## src/rtl/muldiv_pkg.sv

```systemverilog
// Shared op encodings, FSM states and op-classification helpers for the EX-stage mul/div unit.
// Latency: n/a (package only).
// Backpressure: n/a (package only).
package muldiv_pkg;

  localparam logic [2:0] OP_MULT  = 3'd0;
  localparam logic [2:0] OP_MULTU = 3'd1;
  localparam logic [2:0] OP_MADD  = 3'd2;
  localparam logic [2:0] OP_MADDU = 3'd3;
  localparam logic [2:0] OP_MSUB  = 3'd4;
  localparam logic [2:0] OP_MSUBU = 3'd5;
  localparam logic [2:0] OP_DIV   = 3'd6;
  localparam logic [2:0] OP_DIVU  = 3'd7;

  typedef enum logic [1:0] {
    ST_IDLE = 2'd0,
    ST_CALC = 2'd1,
    ST_ACC  = 2'd2,
    ST_DONE = 2'd3
  } state_t;

  function automatic logic is_signed_op(input logic [2:0] op);
    return (op == OP_MULT) || (op == OP_MADD) || (op == OP_MSUB) || (op == OP_DIV);
  endfunction

  function automatic logic is_div_op(input logic [2:0] op);
    return (op == OP_DIV) || (op == OP_DIVU);
  endfunction

  function automatic logic is_acc_op(input logic [2:0] op);
    return (op == OP_MADD) || (op == OP_MADDU) || (op == OP_MSUB) || (op == OP_MSUBU);
  endfunction

  function automatic logic is_sub_op(input logic [2:0] op);
    return (op == OP_MSUB) || (op == OP_MSUBU);
  endfunction

endpackage

```

## src/rtl/muldiv_datapath.sv

```systemverilog
// Shared shift-add multiplier / restoring divider with sign fix-up and HI/LO accumulate.
// Latency: one bit per step; fix-up is combinational and captured by res_ld.
// Backpressure: none; the controlling FSM sequences load/step/acc_en/res_ld.
// Build option EX_MULDIV_EARLY_TERM_EN: early_done_o flags a multiply whose remaining multiplier bits are zero.
module muldiv_datapath #(
  parameter int WIDTH = 32
) (
  input  logic               clk,
  input  logic               rst,
  input  logic               load,
  input  logic               step,
  input  logic               acc_en,
  input  logic               res_ld,
  input  logic               res_zero,
  input  logic [2:0]         op_i,
  input  logic [WIDTH-1:0]   opa_i,
  input  logic [WIDTH-1:0]   opb_i,
  input  logic [2*WIDTH-1:0] hilo_i,
  output logic [2:0]         op_o,
  output logic               early_done_o,
  output logic [2*WIDTH-1:0] result_o
);
  import muldiv_pkg::*;

  localparam int W2 = 2 * WIDTH;

  logic [2:0]       op_q;
  logic             sa_q, sb_q;
  logic [W2-1:0]    acc_q, mcand_q, hilo_q, res_q;
  logic [WIDTH-1:0] mplr_q;

  logic             signed_in, a_neg, b_neg, op_is_div;
  logic [WIDTH-1:0] abs_a, abs_b;
  logic [WIDTH:0]   rem_sh;
  logic             rem_ge;
  logic [WIDTH-1:0] rem_diff, rem_nxt, quo_nxt;
  logic [W2-1:0]    mul_nxt;
  logic             neg;
  logic [W2-1:0]    prod_fix, accum, fin;
  logic [WIDTH-1:0] rem_fix, quo_fix;

  // Operand conditioning at accept: magnitudes plus sign flags for signed ops.
  always_comb begin
    signed_in = is_signed_op(op_i);
    op_is_div = is_div_op(op_i);
    a_neg     = signed_in & opa_i[WIDTH-1];
    b_neg     = signed_in & opb_i[WIDTH-1];
    abs_a     = a_neg ? -opa_i : opa_i;
    abs_b     = b_neg ? -opb_i : opb_i;
  end

  // One iteration of each algorithm; divide keeps {rem, dividend/quotient} in acc_q.
  always_comb begin
    rem_sh   = {acc_q[W2-1:WIDTH], acc_q[WIDTH-1]};
    rem_ge   = rem_sh >= {1'b0, mcand_q[WIDTH-1:0]};
    rem_diff = rem_sh[WIDTH-1:0] - mcand_q[WIDTH-1:0];
    rem_nxt  = rem_ge ? rem_diff : rem_sh[WIDTH-1:0];
    quo_nxt  = {acc_q[WIDTH-2:0], rem_ge};
    mul_nxt  = mplr_q[0] ? (acc_q + mcand_q) : acc_q;
  end

  // Sign fix-up, accumulate and final result selection.
  always_comb begin
    neg      = sa_q ^ sb_q;
    prod_fix = neg ? -acc_q : acc_q;
    quo_fix  = neg ? -acc_q[WIDTH-1:0] : acc_q[WIDTH-1:0];
    rem_fix  = sa_q ? -acc_q[W2-1:WIDTH] : acc_q[W2-1:WIDTH];
    accum    = is_sub_op(op_q) ? (hilo_q - prod_fix) : (hilo_q + prod_fix);
    if (is_acc_op(op_q)) begin
      fin = acc_q;
    end else if (is_div_op(op_q)) begin
      fin = {rem_fix, quo_fix};
    end else begin
      fin = prod_fix;
    end
  end

  // Working registers: load at accept, iterate in CALC, accumulate in ACC.
  always_ff @(posedge clk or negedge rst) begin
    if (!rst) begin
      op_q    <= OP_MULT;
      sa_q    <= 1'b0;
      sb_q    <= 1'b0;
      hilo_q  <= '0;
      mplr_q  <= '0;
      acc_q   <= '0;
      mcand_q <= '0;
    end else if (load) begin
      op_q    <= op_i;
      sa_q    <= a_neg;
      sb_q    <= b_neg;
      hilo_q  <= hilo_i;
      mplr_q  <= op_is_div ? '0 : abs_b;
      acc_q   <= op_is_div ? {{WIDTH{1'b0}}, abs_a} : '0;
      mcand_q <= op_is_div ? {{WIDTH{1'b0}}, abs_b} : {{WIDTH{1'b0}}, abs_a};
    end else if (step) begin
      if (is_div_op(op_q)) begin
        acc_q <= {rem_nxt, quo_nxt};
      end else begin
        acc_q   <= mul_nxt;
        mcand_q <= mcand_q << 1;
        mplr_q  <= mplr_q >> 1;
      end
    end else if (acc_en) begin
      acc_q <= accum;
    end
  end

  // Result register: held stable for the whole DONE handshake.
  always_ff @(posedge clk or negedge rst) begin
    if (!rst) begin
      res_q <= '0;
    end else if (res_ld) begin
      res_q <= res_zero ? '0 : fin;
    end
  end

`ifdef EX_MULDIV_EARLY_TERM_EN
  assign early_done_o = ~is_div_op(op_q) & (mplr_q[WIDTH-1:1] == '0);
`else
  assign early_done_o = 1'b0;
`endif

  assign op_o     = op_q;
  assign result_o = res_q;

endmodule

```

## src/rtl/ex_muldiv_unit.sv

```systemverilog
// Iterative MULT/MADD/MSUB/DIV engine for EX: one shared shift-add / restoring-divide datapath.
// Latency: WIDTH+1 (mul/div), WIDTH+2 (MADD/MSUB), 1 (divide by zero) from accept to ready_o.
// Backpressure: EX holds start_i until ready_o; DONE holds the result until start_i drops. Option: EX_MULDIV_EARLY_TERM_EN.
module ex_muldiv_unit #(
  parameter int WIDTH = 32,
  parameter int CNT_W = $clog2(WIDTH) + 1
) (
  input  logic               clk,
  input  logic               rst,
  input  logic               start_i,
  input  logic               annul_i,
  input  logic [2:0]         op_i,
  input  logic [WIDTH-1:0]   opa_i,
  input  logic [WIDTH-1:0]   opb_i,
  input  logic [2*WIDTH-1:0] hilo_i,
  output logic               busy_o,
  output logic               ready_o,
  output logic [2*WIDTH-1:0] result_o,
  output logic               div_zero_o
);
  import muldiv_pkg::*;

  state_t           state_q, state_d;
  logic [CNT_W-1:0] cnt_q, cnt_d;
  logic             ready_q, ready_d;
  logic             dz_q, dz_d;
  logic             dp_load, dp_step, dp_acc, dp_res_ld, dp_res_zero;
  logic [2:0]       op_q;
  logic             early_done;
  logic             calc_last;

  assign calc_last = (cnt_q == CNT_W'(WIDTH - 1)) | early_done;

  // Next-state and datapath strobes; annul overrides everything, including a new start.
  always_comb begin
    state_d     = state_q;
    cnt_d       = cnt_q;
    ready_d     = ready_q;
    dz_d        = dz_q;
    dp_load     = 1'b0;
    dp_step     = 1'b0;
    dp_acc      = 1'b0;
    dp_res_ld   = 1'b0;
    dp_res_zero = 1'b0;
    if (annul_i) begin
      state_d = ST_IDLE;
      cnt_d   = '0;
      ready_d = 1'b0;
      dz_d    = 1'b0;
    end else begin
      case (state_q)
        ST_IDLE: begin
          if (start_i) begin
            dp_load = 1'b1;
            cnt_d   = '0;
            if (is_div_op(op_i) && (opb_i == '0)) begin
              state_d = ST_DONE;
              dz_d    = 1'b1;
            end else begin
              state_d = ST_CALC;
              dz_d    = 1'b0;
            end
          end
        end
        ST_CALC: begin
          dp_step = 1'b1;
          cnt_d   = cnt_q + 1'b1;
          if (calc_last) begin
            state_d = is_acc_op(op_q) ? ST_ACC : ST_DONE;
          end
        end
        ST_ACC: begin
          dp_acc  = 1'b1;
          state_d = ST_DONE;
        end
        ST_DONE: begin
          // First DONE cycle captures the fixed-up result; later cycles just hold it.
          if (!ready_q) begin
            ready_d     = 1'b1;
            dp_res_ld   = 1'b1;
            dp_res_zero = dz_q;
          end else if (!start_i) begin
            state_d = ST_IDLE;
            ready_d = 1'b0;
            dz_d    = 1'b0;
          end
        end
        default: begin
          state_d = ST_IDLE;
        end
      endcase
    end
  end

  // Control state registers.
  always_ff @(posedge clk or negedge rst) begin
    if (!rst) begin
      state_q <= ST_IDLE;
      cnt_q   <= '0;
      ready_q <= 1'b0;
      dz_q    <= 1'b0;
    end else begin
      state_q <= state_d;
      cnt_q   <= cnt_d;
      ready_q <= ready_d;
      dz_q    <= dz_d;
    end
  end

  muldiv_datapath #(
    .WIDTH (WIDTH)
  ) u_datapath (
    .clk          (clk),
    .rst          (rst),
    .load         (dp_load),
    .step         (dp_step),
    .acc_en       (dp_acc),
    .res_ld       (dp_res_ld),
    .res_zero     (dp_res_zero),
    .op_i         (op_i),
    .opa_i        (opa_i),
    .opb_i        (opb_i),
    .hilo_i       (hilo_i),
    .op_o         (op_q),
    .early_done_o (early_done),
    .result_o     (result_o)
  );

  assign busy_o     = (state_q == ST_CALC) || (state_q == ST_ACC);
  assign ready_o    = ready_q;
  assign div_zero_o = ready_q & dz_q;

endmodule

```

## config.mk

```make
export PLATFORM = sky130hd
export DESIGN_NAME = ex_muldiv_unit
export DESIGN_NICKNAME = d
export VERILOG_FILES = /design/src/rtl/muldiv_pkg.sv /design/src/rtl/muldiv_datapath.sv /design/src/rtl/ex_muldiv_unit.sv
export SDC_FILE = /design/constraint.sdc
export NUM_CORES = 1
export LEC_CHECK = 0
export CORE_ASPECT_RATIO = 1.75
export CORE_MARGIN = 8
export CORE_UTILIZATION = 47
export DETAILED_ROUTE_END_ITERATION = 7
export DONT_BUFFER_PORTS = 1
export PLACE_DENSITY_LB_ADDON = 0.08
export SYNTH_ARGS = -nofsm -noshare
export SYNTH_HDL_FRONTEND = slang
export SYNTH_SLANG_ARGS = --single-unit
```

## constraint.sdc

```tcl
create_clock -name clk -period 8.8 [get_ports clk]
set_clock_uncertainty 0.2 [all_clocks]
set_input_delay 0 -clock clk [delete_from_list [all_inputs] [get_ports clk]]
set_output_delay 0 -clock clk [all_outputs]
set_load 0.1 [all_outputs]
```

==> out/metrics.cfg, run 1 <==
[setup_path]
crit_path_frequent_cell=a21o_1
crit_path_max_fanout=11
crit_buf_inv=1
slowest_stage=xor2_1
critPathRequiredTime_ps=9110
cpPeakStageDelay_ps=810
worst_setup_path_end_kind=flip-flop
startpoint_type=flip-flop
crit_chain=inv_1, ha_1, nor2b_1, and3_1, nand4_1, and2_1, a32o_1, and4_1, and2_1, a31o_2, xnor2_1, ha_1, a21o_1, a21o_1, a21o_1, a21o_1, a21o_1, a21oi_1, o211ai_1, a221oi_1, o41ai_1, xor2_1, a22oi_1, o21ai_0
crit_type=flip-flop to flip-flop
crit_family=compound AO/OA/AOI/OAI gates
rrSetupSlack_ps=680
crit_arrival_ps=8430

[timing]
fin_tns_setup_ps=0
finalSetupViolCount=0
finalCritPeriodShare_pct=92.22
final_hold_viol_count=0
rsz0062_at_grt=no
slew_viol_final=0
fin_crit_ps=8115
maxSlewHeadroom_pct=13.73
clock.fmax_mhz=123.2
tightest_slew_ps=1294

[synthesis]
synthArstFlopShare_pct=100.0
yosysWarnings=0
ys_ff_latch=302
syn-mean-instance-area_um2=7.716
synth_nets=4052
synth_edf_count=0
synth.yosys.seq_area_share_pct=26.15
synth_cell_type_count=99
synthFlopType=dfrtp_1
syn_inst=3745
syn_area_um2=28900

[global_routing]
grt_overflow=0
grt_pass1_vias=30230
grt_usage_pct=35.81
grt_max_degree=303
antenna_found_initial=2
grt_pass1_wl_mm=189.5

[floorplanning]
coreArea_um2=60960
ios=202
initial_utilization_pct=47.40
die_w_um=203.4
rows=120
die_h_um=344.0
die-area_um2=69980

[clock_network]
cts_sinks=302
tritoncts=built
cts_buffer_depth=3
clk_pin_slew_ps=70
numCtsBuffers=34
clkLatencyLatePin_ps=600
htreeDepth=2
cts_resized=0
cts_root_buffer=clkbuf_16
postCtsSetupBuffers=0

[detailed_routing]
vias=29910
firstDrtPassIters=8
post-route-drc-count=0
drtIter0Drc=2565
vias_per_cell=6.460
wl_per_cell_um=27.73
ant_nets=0
wl_mm=128.4

[run_status]
status=complete, no violations

[finish]
nNetsFinal=4118
drive_gt1_share_pct=4.484
final_core_util_pct=53.93
area_delta_synth_final_pct=13.76

[place]
routabilityCongestion=1.010
detailed_place_hpwl_mm=97.21
io_buffers=0

[min_path]
hold_class=input pin to flip-flop

[run]
maxCapViolCount=0

[cell type report]
class,count,area [um^2]
Clock buffer,48,993.5
Fill cell,5679,28090
Clock inverter,13,171.4
Antenna cell,1,2.502
Timing Repair Buffer,281,2768
Inverter,98,367.9
Sequential cell,302,7557
Multi-Input combinational cell,3094,20020
Tap cell,793,992.2
[worst min-delay path, stage by stage]
cell and delay (ps):
dlygate4sd3_1 620, nor2_1 130, nor4_1 60
[stage by stage]
step | area [um^2] | hold slack, ps | instances | setup slack (ps)
global placement | 29180 | -486.2 | 4319 | 1178
CTS | 32830 | 30.43 | 4627 | 989.0
finish | 32870 | 64.28 | 4630 | 684.8
global route | 32870 | 83.15 | 4629 | 194.8
floorplan | 28900 | -495.6 | 3745 | 2829
detailed placement | 29180 | -487.0 | 4319 | 1046
[path summary, 6_finish.rpt]
kind,endpoint,from,depth (start not counted)
hold / removal,dz_q$_DFFE_PN0P_,start_i,3
setup / recovery,u_datapath.acc_q[52]$_DFFE_PN0P_,u_datapath.acc_q[1]$_DFFE_PN0P_,24
hold reg to reg,u_datapath.hilo_q[54]$_DFFE_PN0P_,u_datapath.hilo_q[54]$_DFFE_PN0P_,2
max in group asynchronous,u_datapath.hilo_q[23]$_DFFE_PN0P_,rst,4
min in group asynchronous,u_datapath.mcand_q[47]$_DFFE_PN0P_,rst,3
setup reg to reg,u_datapath.acc_q[52]$_DFFE_PN0P_,u_datapath.acc_q[1]$_DFFE_PN0P_,24
[layer usage]
layer	routed length [um]	up-vias	global-route usage, %
li1	-	13640	-
met1	41940	14370	34.93
met2	64700	1394	64.01
met3	7292	503	5.198
met4	14410	4	33.93
met5	27	-	0
[flip-flops by register name, indices dropped and copies added, names as in the netlist]
signal,count
state_q,2
u_datapath.acc_q,64
ready_o,1
u_datapath.result_o,64
u_datapath.sa_q,1
dz_q,1
u_datapath.op_o,2
u_datapath.mcand_q,64
u_datapath.hilo_q,64
u_datapath.sb_q,1
u_datapath.mplr_q,32
cnt_q,6
[cells in the mapped netlist (all sizes together) (23+ instances only)]
cell	count	area, um^2
nand2	593	2233
a21oi	384	1926
dfrtp	302	7557
nor2	271	1036
o21ai	218	1095
xnor2	203	1797
clkbuf	195	732.0
xor2	179	1575
ha	169	2115
a21o	97	728.2
inv	97	364.1
a31oi	70	437.9
nor3	65	362.9
nand3	62	315.3
a22o	61	534.3
buf	56	311.5
nand4	52	340.3
mux2i	51	510.5
nor4	49	496.7
a211oi	47	352.8
o22ai	46	287.8
o21bai	38	285.3
o211ai	33	247.7
nand2b	31	193.9
o31ai	29	217.7
and2	28	176.4
and3	26	163.9
o21a	25	187.7
nor2b	23	143.9
[placed cells by master, fill, tap and decap left out, types with 12 or more instances in the layout]
master	n
a211oi_1	47
a21o_1	97
a21oi_1	383
a221oi_1	20
a22o_1	61
a22oi_1	16
a31oi_1	70
a41oi_1	15
and2_1	25
and3_1	25
buf_4	32
clkbuf_16	34
dfrtp_1	302
dlygate4sd3_1	247
ha_1	169
inv_1	97
mux2i_1	51
nand2_1	588
nand2b_1	31
nand3_1	61
nand4_1	51
nor2_1	264
nor2b_1	21
nor3_1	60
nor4_1	34
o211ai_1	33
o21a_1	25
o21ai_0	215
o21bai_1	38
o22ai_1	46
o31ai_1	29
or2_2	12
or3_1	19
xnor2_1	202
xor2_1	177
[cell families (layout without fill, tap and decap cells)]
| kind of cell | after synthesis | after routing | share of synthesized area, % |
|---|---|---|---|
| muxes | 52 | 52 | 1.806 |
| and+or+nand+nor | 1272 | 1272 | 20.92 |
| buffers and inverters | 349 | 440 | 4.884 |
| adders and majority gates | 172 | 172 | 7.525 |
| other | 0 | 1 | 0 |
| xor gates and xnor gates | 382 | 382 | 11.67 |
| AOI/OAI and AO/OA | 1216 | 1216 | 27.04 |
| DFF | 302 | 302 | 26.15 |
[what timing repair did]
item | in CTS | in global routing
setup endpoints to repair | 0 | 0
hold endpoints to repair | 515 | 34
hold buffers | 247 | 1
Power of run 1 is left out: the tool's default activity adds up to more than one toggle a clock period on the data nets, which glitch-free logic cannot reach.
==> run 2, diff against run 1 <==
--- a/config.mk
+++ b/config.mk
@@ -8,8 +8,10 @@
 export CORE_ASPECT_RATIO = 1.75
 export CORE_MARGIN = 8
 export CORE_UTILIZATION = 47
+export CTS_BUF_LIST = sky130_fd_sc_hd__clkbuf_8 sky130_fd_sc_hd__clkbuf_16
 export DETAILED_ROUTE_END_ITERATION = 7
 export DONT_BUFFER_PORTS = 1
+export GPL_ROUTABILITY_DRIVEN = 0
 export PLACE_DENSITY_LB_ADDON = 0.08
 export SYNTH_ARGS = -nofsm -noshare
 export SYNTH_HDL_FRONTEND = slang
==> run 2 against run 1 <==
Compared with the run above:
- register-to-register slack improved by 380 ps
- non-clock buffer count increased by 2
- count of clock-buffer cells in the layout decreased by 6
- cell count about the same
- sequential share of layout area about the same
- via count increased by 0.36%
- setup slack improved by 380 ps
- global-route usage decreased by 1.9 points
- first-iteration DRC count increased by 2.3%
- critical path type unchanged
- critical endpoint is now u_datapath.acc_q[61]$_DFFE_PN0P_
==> out/metrics.cfg, run 2 (same netlist as run 1, synthesis figures left out) <==
[clock_network]
clkLatencyLatePin_ps=600
clk_pin_slew_ps=70
cts_root_buffer=clkbuf_16
cts_sinks=302
hold_buffers=250
cts_buffer_depth=3
postCtsSetupBuffers=0
numCtsBuffers=34
htreeDepth=2
tritoncts=built
cts_resized=0

[timing]
fin_ws_ps=1070
finalCritPeriodShare_pct=87.84
clock.fmax_mhz=129.4
slew_viol_final=0
finalSetupViolCount=0
fin_crit_ps=7730
final_hold_viol_count=0
rsz0062_at_grt=no
fin_tns_setup_ps=0
tightest_slew_ps=1183
maxSlewHeadroom_pct=20.89

[setup_path]
startpoint_type=flip-flop
crit_type=flip-flop to flip-flop
crit_path_max_fanout=17
critPathRequiredTime_ps=9050
worst_setup_path_end_kind=flip-flop
reg2reg_to=u_datapath.acc_q[61]$_DFFE_PN0P_
r2r_start=u_datapath.acc_q[4]$_DFFE_PN0P_
rrSetupSlack_ps=1070
r2r_cells=24
crit_arrival_ps=7980

[global_routing]
antenna_found_initial=5
grt_usage_pct=33.88
grt_overflow=0
grt_pass1_vias=30270
grt_pass1_wl_mm=182.0
grt_max_degree=303

[floorplanning]
initial_utilization_pct=47.40
die-area_um2=69980
rows=120
coreArea_um2=60960
ios=202
die_h_um=344.0
die_w_um=203.4

[place]
io_buffers=0
detailed_place_hpwl_mm=90.30
pre_cts_slack_ps=1326

[finish]
nNetsFinal=4120
drive_gt1_share_pct=4.508
area_delta_synth_final_pct=13.92
final_common_cell=nand2_1
layout_common_cells=nand2_1, a21oi_1, dfrtp_1

[min_path]
hold_class=input pin to flip-flop
holdPathStages=5
hold_end=u_datapath.acc_q[3]$_DFFE_PN0P_
hp-start=opa_i[2]

[detailed_routing]
firstDrtPassIters=6
wl_mm=121.5
drtIter0Drc=2624
post-route-drc-count=0
wl_per_cell_um=26.21
ant_nets=0
vias_per_cell=6.478
vias=30020

[run_status]
status=complete, no violations

[run]
maxCapViolCount=0

==> run 2: changes by cell type in the layout (fill, tap and decap cells not counted), sizes merged <==
cell / previous run / this run
buf: 34 / 33
dlygate4sd3: 247 / 250
diode: 1 / 3
bufinv: 2 / 3
clkbuf: 48 / 42
clkinvlp: 2 / 1
clkinv: 6 / 12
==> run 2: per-stage QoR <==
stage | util, % | hold slack, ps | cell area (um^2) | std cells
after global placement | 47.84 | -461.5 | 29170 | 4318
after detailed placement | 47.84 | -461.9 | 29170 | 4318
final | 54.00 | 37.82 | 32920 | 4634
after floorplan | - | -495.6 | 28900 | 3745
after CTS | 53.93 | 10.17 | 32870 | 4629
after global routing | 53.99 | 10.54 | 32910 | 4632
==> run 2: worst max-delay path by stage <==
stage / start / endpoint / slack (ps) / cells past startpoint
4_1_cts: u_datapath.acc_q[4]$_DFFE_PN0P_ / u_datapath.acc_q[61]$_DFFE_PN0P_ / 1270 / 24
2_1_floorplan: u_datapath.sa_q$_DFFE_PN0P_ / u_datapath.acc_q[54]$_DFFE_PN0P_ / 2830 / 25
3_5_place_dp: u_datapath.acc_q[4]$_DFFE_PN0P_ / u_datapath.acc_q[61]$_DFFE_PN0P_ / 1330 / 24
5_1_grt: u_datapath.acc_q[4]$_DFFE_PN0P_ / u_datapath.acc_q[61]$_DFFE_PN0P_ / 490 / 24
6_report: u_datapath.acc_q[4]$_DFFE_PN0P_ / u_datapath.acc_q[61]$_DFFE_PN0P_ / 1070 / 24
3_3_place_gp: u_datapath.acc_q[1]$_DFFE_PN0P_ / u_datapath.acc_q[60]$_DFFE_PN0P_ / 1430 / 24
==> run 2: area by class of cell <==
cell class / instances / area [um^2]
Inverter: 98 / 367.9
Timing Repair Buffer: 283 / 2790
Multi-Input combinational cell: 3094 / 20020
Clock inverter: 19 / 227.7
Sequential cell: 302 / 7557
Antenna cell: 3 / 7.507
Tap cell: 793 / 992.2
Fill cell: 5857 / 28040
Clock buffer: 42 / 960.9
==> run 2: worst max-delay path, stage by stage (launching register included) <==
cell       delay [ps]
dfrtp_1           540
nor3_4            600
nand3_2           490
nor4b_1           670
o2111ai_1         300
nor4_1            450
and3_1            270
nand2_1            90
nor3_2            330
nand3_1           280
nor3_2            540
a21oi_1           160
xor2_1            180
ha_1              360
a21oi_1           220
o21ai_0           140
a21oi_1           130
o21ai_0           100
a211oi_1          220
nor2_1             90
a311oi_1          510
o21bai_1          120
a21oi_1           200
xnor2_1            80
a221o_1           310
==> run 2: routing by layer <==
metal	wire length (um)	global-route usage, %
met1	41000	34.81
met2	58110	57.69
met3	8264	5.705
met4	14040	32.48
met5	43	0
Power of run 2 is left out for the same reason.
